--- src/rtl/vx_om_req_arb.sv ---
// Round-robin arbiter funnelling OM requests from several sources
// into one OM unit through a two-entry head/skid output buffer.
module vx_om_req_arb #(
  parameter int NUM_REQS   = 4,
  parameter int DATA_WIDTH = 128,
  parameter int PERF_WIDTH = 32,
  parameter int IDX_W      = (NUM_REQS > 1) ? $clog2(NUM_REQS) : 1
) (
  input  logic                           clk,
  input  logic                           reset_n,
  input  logic [NUM_REQS-1:0]            req_valid_in,
  input  logic [NUM_REQS*DATA_WIDTH-1:0] req_data_in,
  output logic [NUM_REQS-1:0]            req_ready_in,
  output logic                           req_valid_out,
  output logic [DATA_WIDTH-1:0]          req_data_out,
  output logic [IDX_W-1:0]               req_sel_out,
  input  logic                           req_ready_out,
  output logic [PERF_WIDTH-1:0]          perf_stalls_out
);

  typedef enum logic [1:0] {
    EMPTY = 2'd0,
    ONE   = 2'd1,
    FULL  = 2'd2
  } state_t;

  state_t                state_q;
  state_t                state_d;
  logic [IDX_W-1:0]      rr_ptr;
  logic [DATA_WIDTH-1:0] head_data;
  logic [IDX_W-1:0]      head_sel;
  logic [DATA_WIDTH-1:0] skid_data;
  logic [IDX_W-1:0]      skid_sel;
  logic [PERF_WIDTH-1:0] stalls_q;

  logic                  accept;
  logic                  grant_vld;
  logic [IDX_W-1:0]      grant_idx;
  logic [IDX_W:0]        k;
  logic [DATA_WIDTH-1:0] grant_data;
  logic                  push;
  logic                  pop;
  logic                  ld_head_new;
  logic                  ld_head_skid;
  logic                  ld_skid_new;

  assign accept = (state_q != FULL) && reset_n;

  // search starts at rr_ptr and wraps past the last source
  always_comb begin
    grant_vld = 1'b0;
    grant_idx = '0;
    k         = '0;
    for (int i = 0; i < NUM_REQS; i++) begin
      k = {1'b0, rr_ptr} + (IDX_W+1)'(i);
      if (k >= (IDX_W+1)'(NUM_REQS))
        k = k - (IDX_W+1)'(NUM_REQS);
      if (!grant_vld && req_valid_in[k[IDX_W-1:0]]) begin
        grant_vld = 1'b1;
        grant_idx = k[IDX_W-1:0];
      end
    end
  end

  always_comb begin
    req_ready_in = '0;
    if (accept && grant_vld)
      req_ready_in[grant_idx] = 1'b1;
  end

  assign grant_data    = req_data_in[grant_idx*DATA_WIDTH +: DATA_WIDTH];
  assign push          = accept && grant_vld;
  assign req_valid_out = (state_q != EMPTY);
  assign pop           = req_valid_out && req_ready_out;

  always_ff @(posedge clk or negedge reset_n) begin
    if (!reset_n)
      state_q <= EMPTY;
    else
      state_q <= state_d;
  end

  always_comb begin
    state_d      = state_q;
    ld_head_new  = 1'b0;
    ld_head_skid = 1'b0;
    ld_skid_new  = 1'b0;
    unique case (state_q)
      EMPTY: begin
        if (push) begin
          state_d     = ONE;
          ld_head_new = 1'b1;
        end
      end
      ONE: begin
        if (push && pop) begin
          ld_head_new = 1'b1;
        end else if (push) begin
          state_d     = FULL;
          ld_skid_new = 1'b1;
        end else if (pop) begin
          state_d = EMPTY;
        end
      end
      FULL: begin
        if (pop) begin
          state_d      = ONE;
          ld_head_skid = 1'b1;
        end
      end
      default: state_d = EMPTY;
    endcase
  end

  always_ff @(posedge clk or negedge reset_n) begin
    if (!reset_n) begin
      head_data <= '0;
      head_sel  <= '0;
      skid_data <= '0;
      skid_sel  <= '0;
    end else begin
      if (ld_head_new) begin
        head_data <= grant_data;
        head_sel  <= grant_idx;
      end else if (ld_head_skid) begin
        head_data <= skid_data;
        head_sel  <= skid_sel;
      end
      if (ld_skid_new) begin
        skid_data <= grant_data;
        skid_sel  <= grant_idx;
      end
    end
  end

  always_ff @(posedge clk or negedge reset_n) begin
    if (!reset_n)
      rr_ptr <= '0;
    else if (push)
      rr_ptr <= (grant_idx == IDX_W'(NUM_REQS-1)) ? '0 : grant_idx + 1'b1;
  end

  always_ff @(posedge clk or negedge reset_n) begin
    if (!reset_n)
      stalls_q <= '0;
    else if (req_valid_out && !req_ready_out && (stalls_q != '1))
      stalls_q <= stalls_q + 1'b1;
  end

  assign req_data_out    = head_data;
  assign req_sel_out     = head_sel;
  assign perf_stalls_out = stalls_q;

endmodule

--- config.mk ---
export PLATFORM = sky130hd
export DESIGN_NAME = vx_om_req_arb
export DESIGN_NICKNAME = d
export VERILOG_FILES = /design/src/rtl/vx_om_req_arb.sv
export SDC_FILE = /design/constraint.sdc
export NUM_CORES = 1
export LEC_CHECK = 0
export CELL_PAD_IN_SITES_DETAIL_PLACEMENT = 0
export CELL_PAD_IN_SITES_GLOBAL_PLACEMENT = 2
export CORE_AREA = 2 2 266 268
export CTS_CLUSTER_SIZE = 20
export DETAILED_ROUTE_END_ITERATION = 12
export DIE_AREA = 0 0 268 270
export PLACE_DENSITY_LB_ADDON = 0.2
export SETUP_SLACK_MARGIN = 0.1
export SYNTH_ARGS = -nofsm -noshare
export SYNTH_HDL_FRONTEND = slang
export SYNTH_SLANG_ARGS = --single-unit
--- constraint.sdc ---
create_clock -name clk -period 3.4 [get_ports clk]
set_input_delay 0.68 -clock clk [delete_from_list [all_inputs] [get_ports clk]]
set_output_delay 0.68 -clock clk [all_outputs]
set_load 0.02 [all_outputs]
==> impl_metrics.yaml <==
yosys:
  synth_cell_types: 48
  netlist.area_leader.share_pct: 45.7
  synthMuxAreaShare_pct: 15.7
  synth_ff_type: "dfrtp_1"
  synth-seq-cells: 296
  synthAdderAreaFrac_pct: 0.386
  synth_warnings: 0
  synth_compound_area_share_pct: 16.9
  synth_xor_area_share_pct: 1.57
  synth_simple_gate_area_share_pct: 15.7
  synth_seq_area_share_pct: 45.7
  synth_edf_count: 0
  synth_nets: 2122
  synth_area_leader_cell: "dfrtp_1"
  synthCells: 1598
  syn_area_mm2: 0.0162
  synth_top_family_by_area: "compound AO/OA/AOI/OAI gates"
  yosys-top-cells-area: "dfrtp_1 (46%), mux2i_1 (15%), nand2_1 (8.2%), o221ai_1 (8.1%), a221oi_1 (4.9%)"
  synth_async_sr_flop_share_pct: 100
  syn_avg_cell_area_um2: 10.1
clock_network:
  cts_sinks: 296
  cts_tree: "built"
  cts_root_buf: "clkbuf_16"
  h-tree-depth: 2
  cts_setup_buffers: 0
  clkSlewWorstSetupHoldPaths_ns: 0.06
  clockBufferDepth: 3
  ctsHoldBuffers: 0
  clock_latency_ns: 0.56
  cts_buffers: 40
final_layout:
  syn_to_final_growth_pct: 61.3
  layout_common_cells: "clkdlybuf4s50_1 (679), nand2_1 (354), dfrtp_1 (296)"
  final_nets: 2805
  layout_commonest_cell: "clkdlybuf4s50_1"
  layout-drive-gt1-share_pct: 8.35
  fin_util_pct: 37.6
die:
  die-area_mm2: 0.0724
  fp.dieW_um: 268
  core_mm2: 0.0695
  rows: 97
  io_pins: 686
  dieHeight_um: 270
  start_util_pct: 23.3
global_route:
  antenna_found_initial: 9
  grt-ovfl-total: 0
  grt_use_total_pct: 20.8
  grt_max_degree: 135
  grt_pass1_wl_um: 113000
  grt_pass1_vias: 17200
sta:
  drv_slew: 0
  fmax_mhz: 319
  fin_ws_ns: 0.265
  relSlewSlack_pct: 41.4
  skew_ns: 0.0172
  fin_tns_setup_ns: 0
  rsz0062_at_grt: "no"
  finalSetupViolations: 0
  hold_viol_final: 0
  period_minus_slack_ns: 3.14
  worst_pin_slew_ns: 0.879
  fin_crit_sh_pct: 92.2
pwr:
  powerDensity_mw_per_mm2: 750
  vdd_drop_max_mv: 0.302
  p_leak_nw: 11.2
  finalPower_w: 0.0196
placement:
  place_ws_ns: -0.105
  place_congestion: 0.828
  place.detailed.hpwl_um: 55300
  io_buffers: 685
routing:
  vias: 16300
  maxUsedRoutingLayer: "met5"
  wl_per_cell_um: 23.9
  drtPass1Iterations: 5
  met2_length_um: 39300
  drc: 0
  wl_met1_um: 31000
  drt_iter0_drc: 898
  met3_length_um: 5160
  antenna_left: 0
  vias_per_cell: 5.00
  wirelength_um: 77700
critical_path:
  end_kind: "primary output"
  reg2reg_to: "skid_data[66]"
  arrival_ns: 2.46
  path_class: "in2out"
  path_max_fanout: 5
  r2r-start: "rr_ptr[1]"
  reg2reg_depth: 8
  r2r_slack_ns: 0.68
  cp.required_ns: 2.72
  start_kind: "input pin"
hold_path:
  min_path_type: "in2async"
run:
  maxCapViolations: 0
outcome:
  outcome: "finished, final reports clean"
-- cell usage after synthesis (2+ instances only) --
library cell  instances
a211o_1               7
a21oi_1               5
a221oi_1             90
a221oi_2             10
a22oi_1              28
a31oi_1               3
and2_1               13
and3_1              104
and4_1                2
buf_1                 6
buf_2                37
buf_4                12
buf_6                 6
clkbuf_1             77
dfrtp_1             296
ha_1                  5
inv_1                 6
mux2_2                4
mux2i_1             249
nand2_1             356
nand2b_1              2
nand3_1              16
nand4_1              16
nor2_1               17
nor2_4                2
nor2b_1               3
nor3_1                9
nor3b_1               4
nor4_1                3
o211ai_1              7
o21ai_0               8
o221ai_1            150
or3_1                 3
xnor2_1              18
xor2_1               11
-- sequential cells by signal, indices dropped and copies added (netlist names) --
| register | count |
|---|---|
| state_q | 2 |
| skid_sel | 2 |
| skid_data | 128 |
| req_data_out | 128 |
| perf_stalls_out | 32 |
| req_sel_out | 2 |
| rr_ptr | 2 |
-- worst max-delay path: stages --
cell and delay, ns:
clkdlybuf4s50_1 0.51, nand2_1 0.11, nor2_1 0.05, nor3_2 0.27
inv_1 0.12, ha_1 0.21, and2_1 0.16, dlygate4sd2_1 0.33
-- layout make-up --
cell class                 count  area, um^2
clock buffer                  55        1180
fill                        6899       43400
inverter                       6        22.5
sequential                   296        7410
tap                          940        1180
clock inverter                18         273
multi-input combinational   1158        8200
antenna                        4        10.0
timing repair buffer         779        7890
-- power by group --
part           leakage [nW]  internal, W  total (W)  switching [W]
combinational          6.91      0.00423    0.00895        0.00471
clock                 0.725      0.00295    0.00467        0.00172
sequential             3.57      0.00509    0.00600       0.000913
total                  11.2       0.0123     0.0196        0.00734
-- layer usage --
metal  vias up  track usage [%]
met3       116             4.75
met4        14             6.38
met2       550             36.6
li1       7429                -
met5         -                0
met1      8185             25.0
-- per-stage QoR --
stage,instances,hold WS (ns),instance area (um^2)
2_1_floorplan,1598,0.384,16200
3_3_place_gp,3179,0.464,24700
3_5_place_dp,3179,0.468,24700
4_1_cts,3252,0.316,26100
5_1_grt,3254,0.341,26200
6_report,3256,0.303,26200
-- how the worst max path moves through the flow --
stage / endpoint / startpoint / slack (ns) / cells past startpoint
2_1_floorplan: req_ready_in[0] / req_valid_in[0] / 0.53 / 9
3_3_place_gp: req_ready_in[0] / req_valid_in[3] / -0.07 / 8
3_5_place_dp: skid_data[66] / req_valid_in[3] / -0.11 / 9
4_1_cts: req_ready_in[2] / req_valid_in[3] / 0.10 / 8
5_1_grt: req_ready_in[2] / rr_ptr[1] / 0.13 / 7
6_report: req_ready_in[2] / req_valid_in[2] / 0.26 / 8
-- repair_timing --
item / CTS / global route
gates cloned: 0 / 0
pin swaps: 0 / 0
resized for setup: 4 / 2
hold endpoints to repair: 0 / 0
setup endpoints to repair: 4 / 3
-- cell families (layout without fill, tap and decap cells) --
family / Yosys count / after routing
simple gates: 555 / 555
compound gates: 316 / 316
flops: 296 / 296
other cells: 0 / 4
buf+inv: 144 / 858
xor+xnor: 29 / 29
mux: 253 / 253
fa+ha+maj: 5 / 5
Power figures use the tool's default switching activity.
